--- config.mk ---
export PLATFORM = sky130hd
export DESIGN_NAME = io_decoder
export DESIGN_NICKNAME = d
export VERILOG_FILES = /design/src/rtl/io_decoder.sv
export SDC_FILE = /design/constraint.sdc
export NUM_CORES = 1
export LEC_CHECK = 0
export ABC_AREA = 1
export CELL_PAD_IN_SITES_DETAIL_PLACEMENT = 0
export CELL_PAD_IN_SITES_GLOBAL_PLACEMENT = 1
export CORE_ASPECT_RATIO = 1.2
export CORE_MARGIN = 3
export CORE_UTILIZATION = 24
export CTS_CLUSTER_SIZE = 28
export DETAILED_ROUTE_END_ITERATION = 16
export GPL_TIMING_DRIVEN = 0
export HOLD_SLACK_MARGIN = 0.15
export PLACE_DENSITY = 0.77
export SLEW_MARGIN = 40
export SYNTH_ARGS = -nofsm -noshare
export SYNTH_HDL_FRONTEND = slang
export SYNTH_SLANG_ARGS = --single-unit
--- constraint.sdc ---
create_clock -name CLK -period 1.6 [get_ports CLK]
set_clock_uncertainty 0.05 [all_clocks]
set_input_delay 0.24 -clock CLK [delete_from_list [all_inputs] [get_ports CLK]]
set_output_delay 0.24 -clock CLK [all_outputs]
set_load 0.05 [all_outputs]
--- src/rtl/io_decoder.sv ---
// Address-window IO decoder: one access at a time, per-region wait states and read-only masking.
// Optional sticky unmapped-access flag built only when IO_DECODER_BUSERR_EN is defined.
module io_decoder #(
  parameter int                                 NUM_REGIONS = 4,
  parameter int                                 REGION_BITS = 3,
  parameter logic [NUM_REGIONS*REGION_BITS-1:0] REGION_BASE = {3'b111, 3'b000, 3'b110, 3'b101},
  parameter logic [NUM_REGIONS*2-1:0]           REGION_WAIT = '0,
  parameter logic [NUM_REGIONS-1:0]             REGION_RO   = 4'b0001,
  parameter logic [7:0]                         OPEN_BUS    = 8'hA5
) (
  input  logic                     CLK,
  input  logic                     RESET_n,
  input  logic [15:0]              A,
  input  logic [7:0]               DI,
  input  logic                     R_W_n,
  input  logic                     VALID,
  input  logic [NUM_REGIONS*8-1:0] RD_DATA,
  output logic [NUM_REGIONS-1:0]   SEL,
  output logic [NUM_REGIONS-1:0]   WE,
  output logic [7:0]               WD,
  output logic [7:0]               DO,
  output logic                     RDY,
  output logic                     BUSERR,
  output logic [15:0]              ERR_ADDR,
  input  logic                     ERR_CLR
);

  // state | meaning
  // IDLE  | waiting for VALID, no region selected
  // WAIT  | access latched, counting down region wait states
  // DONE  | access complete, RDY high for this single cycle
  typedef enum logic [1:0] {
    IDLE = 2'd0,
    WAIT = 2'd1,
    DONE = 2'd2
  } state_t;

  state_t                   state_q, state_d;
  logic [1:0]               cnt_q, cnt_d;
  logic [NUM_REGIONS-1:0]   sel_q, sel_d;
  logic [NUM_REGIONS-1:0]   we_q, we_d;
  logic                     rw_q, rw_d;
  logic [7:0]               wd_q, wd_d;
  logic [7:0]               do_q, do_d;

  logic                     hit;
  logic [NUM_REGIONS-1:0]   hit_sel;
  logic [1:0]               hit_wait;
  logic                     hit_ro;
  logic [7:0]               rd_sel;

  // Descending scan so the lowest matching index is the one left standing.
  always_comb begin
    hit      = 1'b0;
    hit_sel  = '0;
    hit_wait = 2'd0;
    hit_ro   = 1'b0;
    for (int i = NUM_REGIONS - 1; i >= 0; i--) begin
      if (A[15 -: REGION_BITS] == REGION_BASE[i*REGION_BITS +: REGION_BITS]) begin
        hit        = 1'b1;
        hit_sel    = '0;
        hit_sel[i] = 1'b1;
        hit_wait   = REGION_WAIT[i*2 +: 2];
        hit_ro     = REGION_RO[i];
      end
    end
  end

  // The latched one-hot select doubles as the latched region index.
  always_comb begin
    rd_sel = 8'h00;
    for (int i = 0; i < NUM_REGIONS; i++) begin
      if (sel_q[i]) rd_sel = rd_sel | RD_DATA[i*8 +: 8];
    end
  end

  always_comb begin
    state_d = state_q;
    cnt_d   = cnt_q;
    sel_d   = sel_q;
    we_d    = '0;
    rw_d    = rw_q;
    wd_d    = wd_q;
    do_d    = do_q;
    case (state_q)
      IDLE: begin
        if (VALID) begin
          state_d = WAIT;
          cnt_d   = hit ? hit_wait : 2'd0;
          sel_d   = hit_sel;
          rw_d    = R_W_n;
          wd_d    = DI;
          if (!R_W_n && hit && !hit_ro) we_d = hit_sel;
        end
      end
      WAIT: begin
        if (cnt_q != 2'd0) begin
          cnt_d = cnt_q - 2'd1;
        end else begin
          state_d = DONE;
          if (rw_q) do_d = (|sel_q) ? rd_sel : OPEN_BUS;
        end
      end
      DONE: begin
        state_d = IDLE;
        sel_d   = '0;
      end
      default: begin
        state_d = IDLE;
        sel_d   = '0;
      end
    endcase
  end

  always_ff @(posedge CLK or negedge RESET_n) begin
    if (!RESET_n) begin
      state_q <= IDLE;
      cnt_q   <= 2'd0;
      sel_q   <= '0;
      we_q    <= '0;
      rw_q    <= 1'b1;
      wd_q    <= 8'h00;
      do_q    <= OPEN_BUS;
    end else begin
      state_q <= state_d;
      cnt_q   <= cnt_d;
      sel_q   <= sel_d;
      we_q    <= we_d;
      rw_q    <= rw_d;
      wd_q    <= wd_d;
      do_q    <= do_d;
    end
  end

  assign SEL = sel_q;
  assign WE  = we_q;
  assign WD  = wd_q;
  assign DO  = do_q;
  assign RDY = (state_q == DONE);

`ifdef IO_DECODER_BUSERR_EN
  logic        buserr_q, buserr_d;
  logic [15:0] err_addr_q, err_addr_d;

  // A new fault outranks a clear on the same edge; only the first fault address is kept.
  always_comb begin
    buserr_d   = buserr_q;
    err_addr_d = err_addr_q;
    if (ERR_CLR) buserr_d = 1'b0;
    if ((state_q == IDLE) && VALID && !hit) begin
      buserr_d = 1'b1;
      if (!buserr_q) err_addr_d = A;
    end
  end

  always_ff @(posedge CLK or negedge RESET_n) begin
    if (!RESET_n) begin
      buserr_q   <= 1'b0;
      err_addr_q <= 16'h0000;
    end else begin
      buserr_q   <= buserr_d;
      err_addr_q <= err_addr_d;
    end
  end

  assign BUSERR   = buserr_q;
  assign ERR_ADDR = err_addr_q;
`else
  logic unused_ok;
  assign unused_ok = ^{ERR_CLR, A};

  assign BUSERR   = 1'b0;
  assign ERR_ADDR = 16'h0000;
`endif

endmodule

==> Word level (Yosys, flattened, before mapping) <==
Cells that the tools add are included.
W data, S select, Z words.
{ "word_totals": {"ff_bits": 29, "latchBits": 0, "ramBits": 0, "romBits": 0, "inputBits": 61, "wordCells": 60, "memories": 0} }
{ "op_classes": {"addsub": 1, "multipliers": 0, "n_div": 0, "magnitude_cmp": 0, "eq_ne": 8, "shifts": 0, "muxes": 25, "bitwise": 5, "reduce_logical": 14} }
{ "op_table": {"columns": ["op", "count"], "rows": [
  ["$mux W8", 5],
  ["$mux W4", 8],
  ["$or A8 B8 Y8", 3],
  ["$eq A3 B3 Y1 const B", 3],
  ["$mux W2", 4],
  ["$pmux W2 S2", 2],
  ["$pmux W4 S2", 1],
  ["$ne A2 B2 Y1 const B", 3],
  ["$reduce_and A2 Y1", 3],
  ["$reduce_and A3 Y1", 2],
  ["$mux W1", 5],
  ["$reduce_bool A2 Y1", 2],
  ["$reduce_or A4 Y1", 1],
  ["$logic_not A3 Y1", 1],
  ["$eq A2 B1 Y1 const B", 1],
  ["$eq A2 B2 Y1 const B", 1],
  ["$logic_and A1 B1 Y1", 2],
  ["$logic_not A1 Y1", 2],
  ["$logic_not A2 Y1", 1],
  ["$not A1 Y1", 2],
  ["$sub A2 B1 Y2 const B", 1]
]} }

==> Longest topological paths before layout <==
Gate-level depths: netlist of the first run.
{ "depth": {"ltp_word": 10, "depth_mapped": 8} }

==> Worst setup path before layout of the first run <==
No wires, ideal clock.
{ "synth_timing": {"path_kind": "register -> output", "start": "register state_q[0]", "end": "output port RDY", "arrival_ns": 1.085, "t_required_ns": 1.310, "slack_ns": 0.225, "stages_incl_launch_ff": 2, "n_path_buf": 0, "cell_sequence": "dfrtp_1 > nor2_1"} }
{ "synth_via": {"elab_chain_cells": 1} }
{ "synth_rtl": {"columns": ["element", "line_no", "text"], "rows": [
  ["start, declared", "38", "state_t state_q, state_d;"],
  ["start signal, assigned", "125", "state_q <= state_d;"],
  ["$eq A2 B2 Y1", "139", "assign RDY = (state_q == DONE);"],
  ["end, declared", "22", "output logic RDY,"]
]} }
No other way between the ends.

==> Worst setup path in the final report of the first run <==
Ends and elaborated chain as after synthesis.

==> flow_summary_export.csv, run 1 <==
group,metric,value,unit
run_status,outcome,"finished, final reports clean",
setup_path,path_cells,"nor2_1 -> clkdlybuf4s15_2",
logic_synthesis,synth.avg_cell_area,7.606,um^2
placement,place.detailed.hpwl,3116,um
timing,period_share,93.07,%
die,die_w,79.04,um
die,die_height,93.65,um
final_layout,register_area,732.0,um^2
logic_synthesis,yosysWarnings,0,
die,die_area,0.007402,mm^2
grt,grt-ovfl-total,0,
final_layout,fillers,671,
die,initial_core_util,25.07,%
final_layout,drive_above_1_share,17.06,%
route,drtAntennaViolNets,0,
route,drc,0,
power,power,4.118,mW
cts,clock_path_buffers,2,
cts,clkTransAtPathRegs,0.06,ns
final_layout,stdcell_count,381,
power,pwr-share-comb,55.0,%
route,avgRoutedWirePerCell,10.74,um
setup_path,ff2ff_path_depth,8,
cts,insertion_delay,0.27,ns
power,pwr-share-clk,16.0,%
power,p_leak,1.323,nW
job,drv_cap,0,
setup_path,endpoint_kind,"output pin",
setup_path,critPathKind,"flip-flop to output pin",
timing,clock.fmax,0.6715,GHz
setup_path,critPathMaxStageDelay,0.43,ns
placement,port_buffers,71,
grt,grt_max_degree,30,
die,io_pins,103,
cts,numCtsBuffers,5,
placement,place.gp.congestion,0.6839,
logic_synthesis,syn_area,0.001536,mm^2
setup_path,cp_top_family,"flip-flops",
final_layout,layout.nets,360,
min_path,hold_path.class,"flip-flop to flip-flop",
cts,tritoncts,"done",
power,p_per_area,1647,mW/mm^2
grt,grt_usage,11.70,%
route,dr_total_vias,1466,
timing,setup_viol,0,
logic_synthesis,synth_seq_cells,29,
cts,htreeDepth,2,
setup_path,cp_slowest_cell,"dfrtp_1",
timing,worst_pin_slew,0.6387,ns
timing,slew_violations,0,
route,dr.pass1.iters,4,
power,ir_drop,0.001073,V
die,fp.coreArea,0.006128,mm^2
final_layout,insertedDiodeCount,0,
logic_synthesis,syn_inst,202,
grt,grt_pass1_wl,6762,um
route,first_iter_violations,35,
route,viasPerCell,3.848,
placement,post-place-cells,372,
cts,cts_root_buf,"clkbuf_8",
power,internal_power,2.105,mW
setup_path,start_kind,"flip-flop",
setup_path,path_max_fanout,5,
route,drt_wl_total,4092,um
power,p_switching,2.014,mW
setup_path,cp.required,1.31,ns
logic_synthesis,yosysUniqueCellTypes,24,
grt,antenna_found_initial,0,
cts,cts_setup_buffers,0,
logic_synthesis,seq_area_frac_synth,47.64,%
timing,hold_viol,0,
setup_path,crit_cells,2,
final_layout,multi_input_area,655.6,um^2
power,swShare,48.90,%
timing,rsz0062_at_grt,"false",
die,rows,31,
final_layout,synthToLayoutAreaGrowth,62.79,%
timing,relSlewSlack,57.42,%
power,seqPwrFrac,29.0,%
setup_path,arrival,1.20,ns
grt,grt_pass1_vias,1508,
setup_path,path_buf_inv,1,
timing,period_needed,1.489,ns
cts,cts_sinks,29,
min_path,hold_depth,2,
[flip-flops by register name, indices dropped and copies added, names as in the netlist]
name / flops
WE: 4
cnt_q: 2
SEL: 4
rw_q: 1
WD: 8
state_q: 2
DO: 8
[path summary, 6_finish.rpt]
kind | endpoint | slack [ns] | startpoint
worst max-delay path | RDY | 0.11 | state_q[0]$_DFFE_PN0P_
worst min-delay path | DO[2]$_DFFE_PN1P_ | 0.42 | DO[2]$_DFFE_PN1P_
worst max register to register | DO[3]$_DFFE_PN0P_ | 0.35 | cnt_q[0]$_DFFE_PN0P_
worst min register to register | DO[2]$_DFFE_PN1P_ | 0.42 | DO[2]$_DFFE_PN1P_
max in group asynchronous | SEL[2]$_DFFE_PN0P_ | 0.62 | RESET_n
min in group asynchronous | WD[4]$_DFFE_PN0P_ | 0.47 | RESET_n
[routing by layer]
layer | GRT usage, % | wire [um] | up-vias
met3 | 6.334 | 488 | 4
met4 | 3.438 | 48 | 0
li1 | - | - | 774
met1 | 11.72 | 1649 | 627
met2 | 20.72 | 1906 | 61
met5 | 0 | 0 | -
[timing repair]
item / in CTS / in global routing
hold buffers: 1 / 0
gates resized for setup: 35 / 0
endpoints found under the setup margin: 25 / 0
endpoints found under the hold margin: 24 / 0
[cells in the mapped netlist (all sizes together)]
master  instances  share of area [%]
dfstp           5                8.6
o21ai           5                1.9
o22ai           1               0.81
dfrtp          24                 39
nand2         103                 26
nor2           13                3.8
nor3            2               0.65
ha              1               0.81
conb            1               0.24
nand4           5                2.0
buf            22                 10
nand3           6                2.0
inv            12                2.9
clkinv          1               0.57
a21oi           1               0.33
[area by class of cell]
cell class	count	share of cell area, %
clock inverters	1	0.2001
flip-flops and latches	29	29.26
clock buffers	7	3.852
multi-input cells	155	26.21
repair buffers	72	27.86
plain buffers	22	6.353
inverters	13	2.151
well taps	82	4.102
[placed cells by master (no fill, tap or decap), drive strengths merged]
master | netlist | final
nand3 | 6 | 6
dlygate4sd2 | 0 | 20
dfstp | 5 | 5
nand4 | 5 | 5
nand2 | 103 | 103
nor2 | 13 | 13
conb | 1 | 18
a21oi | 1 | 1
o21ai | 5 | 5
ha | 1 | 1
clkbuf | 0 | 7
clkdlybuf4s15 | 0 | 5
o22ai | 1 | 1
dfrtp | 24 | 24
inv | 12 | 12
dlygate4sd3 | 0 | 1
buf | 22 | 23
clkinv | 1 | 2
clkdlybuf4s50 | 0 | 45
nor3 | 2 | 2
[power groups by stage]
stage	registers [mW]	clock network (mW)	logic, mW
floorplan	1.98	0	0.868
detailed placement	1.21	0	2.42
CTS	1.20	0.686	2.30
global placement	1.21	0	2.42
finish	1.20	0.659	2.26
global route	1.24	0.729	2.48
[metrics by stage]
stage | util, % | hold WS [ns] | instance area [um^2] | worst slack (ns) | TNS [ns]
final | 40.81 | 0.4184 | 2501 | 0.1108 | 0
after global routing | 40.81 | 0.4380 | 2501 | 0.04030 | 0
after CTS | 40.81 | 0.4225 | 2501 | 0.07849 | 0
after detailed placement | 39.30 | 0.2524 | 2409 | -0.04878 | -0.06846
after global placement | 39.38 | 0.4059 | 2414 | -0.2861 | -7.078
after floorplan | - | -0.1056 | 1600 | 0.2246 | 0
[cell families after synthesis]
group / after synthesis / synth area share, %
AO/OA/AOI/OAI: 7 / 3.012
flip-flops: 29 / 47.64
AND/OR/NAND/NOR: 129 / 34.45
buffers and inverters: 35 / 13.84
other: 1 / 0.2441
adder cells (fa/ha/maj): 1 / 0.8142
[worst min-delay path, cell delays in order, from the launching register on]
cell	delay, ns
dfstp_2	0.37
nand2_1	0.05
nand2_1	0.05
Note: power is estimated with default switching activity, not from simulation.
==> inputs of run 2 (changes only) <==
ABC_AREA = not set   (was 1)
CORE_UTILIZATION = 25   (was 24)
==> run 2 against run 1 <==
Die area is 8.5% lower. Sequential power decreased by 5%. Core utilization is 3.0 points higher. Routed wire length decreased by 3.5%. Largest cell class unchanged. Critical path depth grew 1. Worst hold slack improved by 0.014 ns. Clock power hardly changed. Combinational power decreased by 9.3%. Global-route usage increased by 0.20 points. First-iteration DRC count rose by 60%.
==> flow_summary_export.csv, run 2 <==
group,metric,value,unit
cts,insertion_delay,0.28,ns
setup_path,critPathMaxStageDelay,0.38,ns
logic_synthesis,syn_inst,130,
setup_path,path_cells,"buf_6 -> nor2b_1 -> buf_2",
die,die_area,0.006776,mm^2
logic_synthesis,synth_area_leaders,"dfrtp_1 (41%), buf_4 (9.3%), dfstp_2 (9.0%)",
route,viasPerCell,4.488,
setup_path,path_buf_inv,2,
logic_synthesis,synth_edf_count,0,
power,ir_drop,0.0008300,V
grt,grt_pass1_wl,6009,um
timing,timing.hold.ws,0.4322,ns
power,p_leak,1.125,nW
route,drc,0,
final_layout,layout.nets,288,
route,drt_wl_total,3949,um
logic_synthesis,synth-async-reset-ratio,100.0,%
final_layout,drive_above_1_share,23.79,%
cts,numCtsBuffers,5,
timing,setup_viol,0,
run_status,outcome,"finished, final reports clean",
min_path,hold_path.class,"flip-flop to flip-flop",
cts,cts_root_buf,"clkbuf_8",
route,dr_total_vias,1297,
timing,period_share,91.86,%
grt,grt_usage,11.90,%
timing,relSlewSlack,56.28,%
final_layout,synthToLayoutAreaGrowth,63.71,%
die,fp.coreArea,0.005443,mm^2
setup_path,arrival,1.18,ns
logic_synthesis,synth.most_common_cell,"dfrtp_1",
timing,slew_violations,0,
cts,htreeDepth,2,
power,p_per_area,1618,mW/mm^2
timing,layout_setup_ws,0.1303,ns
placement,place_ws,-0.1440,ns
placement,port_buffers,71,
timing,rsz0062_at_grt,"false",
setup_path,cp.required,1.31,ns
route,dr.pass1.iters,5,
final_layout,mostFrequentLayoutCell,"clkdlybuf4s50_1",
setup_path,start_kind,"flip-flop",
die,die_w,75.65,um
cts,cts_sinks,29,
route,first_iter_violations,56,
grt,antenna_found_initial,0,
job,drv_cap,0,
timing,clock.fmax,0.6804,GHz
setup_path,cp_top_family,"buffers and inverters",
logic_synthesis,yosysWarnings,0,
setup_path,endpoint_kind,"output pin",
cts,clkTransAtPathRegs,0.07,ns
logic_synthesis,ys.flop_type,"dfrtp_1",
setup_path,path_max_fanout,8,
cts,clock_path_buffers,2,
final_layout,insertedDiodeCount,0,
grt,grt_pass1_vias,1283,
die,initial_core_util,26.74,%
placement,place.gp.congestion,0.7361,
logic_synthesis,yosysUniqueCellTypes,34,
logic_synthesis,syn_area,0.001455,mm^2
timing,worst_pin_slew,0.6558,ns
setup_path,critPathKind,"flip-flop to output pin",
cts,tritoncts,"done",
setup_path,cp_slowest_cell,"dfrtp_1",
die,rows,29,
logic_synthesis,synth_seq_cells,29,
die,io_pins,103,
final_layout,layout_common_cells,"clkdlybuf4s50_1 (45), dfrtp_1 (24), dlygate4sd2_1 (20)",
route,drtAntennaViolNets,0,
grt,grt_max_degree,30,
timing,hold_viol,0,
logic_synthesis,yosys-top-cells-count,"dfrtp_1 (24), buf_4 (18), mux2_2 (9)",
grt,grt-ovfl-total,0,
logic_synthesis,synth_top_area_share,41.27,%
die,die_height,89.58,um
logic_synthesis,yosysTopAreaCell,"dfrtp_1",
logic_synthesis,synth.avg_cell_area,11.19,um^2
route,avgRoutedWirePerCell,13.66,um
logic_synthesis,seq_area_frac_synth,50.30,%
timing,period_needed,1.470,ns
placement,place.detailed.hpwl,2963,um
-- run 2: cell count changes after synthesis, moves of 3 or more --
cell | previous run | this run
nand2_1 | 100 | 5
mux2_2 | 0 | 9
a22oi_1 | 0 | 8
inv_1 | 10 | 4
nand3_1 | 6 | 0
a221oi_1 | 0 | 4
a22o_1 | 0 | 4
a31oi_1 | 0 | 4
buf_2 | 4 | 0
nand4_1 | 5 | 1
nor2_1 | 11 | 8
o21ai_0 | 3 | 6
-- run 2: worst reg2reg max path, cell delays in order (launching register included) --
cell     delay, ns
dfrtp_1       0.38
buf_6         0.14
nor3b_2       0.21
buf_4         0.21
mux2_2        0.35
-- run 2: metal layers --
layer / vias to the layer above / share of wire, % / GRT usage [%]
li1: 625 / - / -
met1: 596 / 42 / 13.56
met2: 72 / 45 / 20.03
met3: 4 / 13 / 5.345
met4: 0 / 0.81 / 3.339
met5: - / 0 / 0
-- run 2: through the flow --
step	instance area (um^2)	TNS [ns]	total power [mW]	cells	util (%)
detailed placement	2302	-1.309	3.343	280	42.30
floorplan	1519	0	2.632	147	-
CTS	2387	0	3.897	289	43.86
global route	2382	0	4.118	289	43.77
global placement	2307	-9.284	3.321	280	42.39
finish	2382	0	3.854	289	43.77
-- run 2: cell families after synthesis --
kind of cell,after synthesis,synth area share [%]
AO/OA/AOI/OAI,32,15.30
adder cells (fa/ha/maj),1,0.8597
AND/OR/NAND/NOR,27,11.78
buffers and inverters,29,13.16
multiplexers,11,8.341
other,1,0.2577
flip-flops,29,50.30
-- run 2: layout make-up --
class,instances,area [um^2]
fillers,538,3060
flip-flops and latches,29,732.0
well taps,62,77.57
plain buffers,24,172.7
multi-input cells,89,608.1
inverters,5,18.77
repair buffers,72,671.9
clock buffers,7,96.34
clock inverters,1,5.005
-- run 2: path summary, 6_finish.rpt --
kind	to	startpoint	cells after the start	slack, ns
max	RDY	state_q[0]$_DFFE_PN0P_	3	0.13
min	DO[3]$_DFFE_PN0P_	DO[3]$_DFFE_PN0P_	2	0.43
min reg2reg	DO[3]$_DFFE_PN0P_	DO[3]$_DFFE_PN0P_	2	0.43
max in group asynchronous	SEL[3]$_DFFE_PN0P_	RESET_n	2	0.60
min in group asynchronous	SEL[2]$_DFFE_PN0P_	RESET_n	2	0.48
max reg2reg	WD[3]$_DFFE_PN0P_	state_q[0]$_DFFE_PN0P_	4	0.14
-- run 2: what timing repair did --
action | CTS | global route
endpoints found under the hold margin | 24 | 0
hold buffers | 1 | 0
setup buffers | 0 | 0
gates resized for setup | 35 | 5
endpoints found under the setup margin | 27 | 7
-- run 2: power breakdown --
group / internal (mW) / leakage [nW] / switching (mW)
combinational: 0.699 / 0.710 / 1.36
sequential: 1.01 / 0.360 / 0.124
clock: 0.388 / 0.0542 / 0.274
total: 2.10 / 1.12 / 1.75
==> inputs of run 3 (changes only) <==
CTS_CLUSTER_DIAMETER = 50   (was not set)
==> results of run 3 <==
No change in the layout: final DEF, timing and power equal those of run 2.
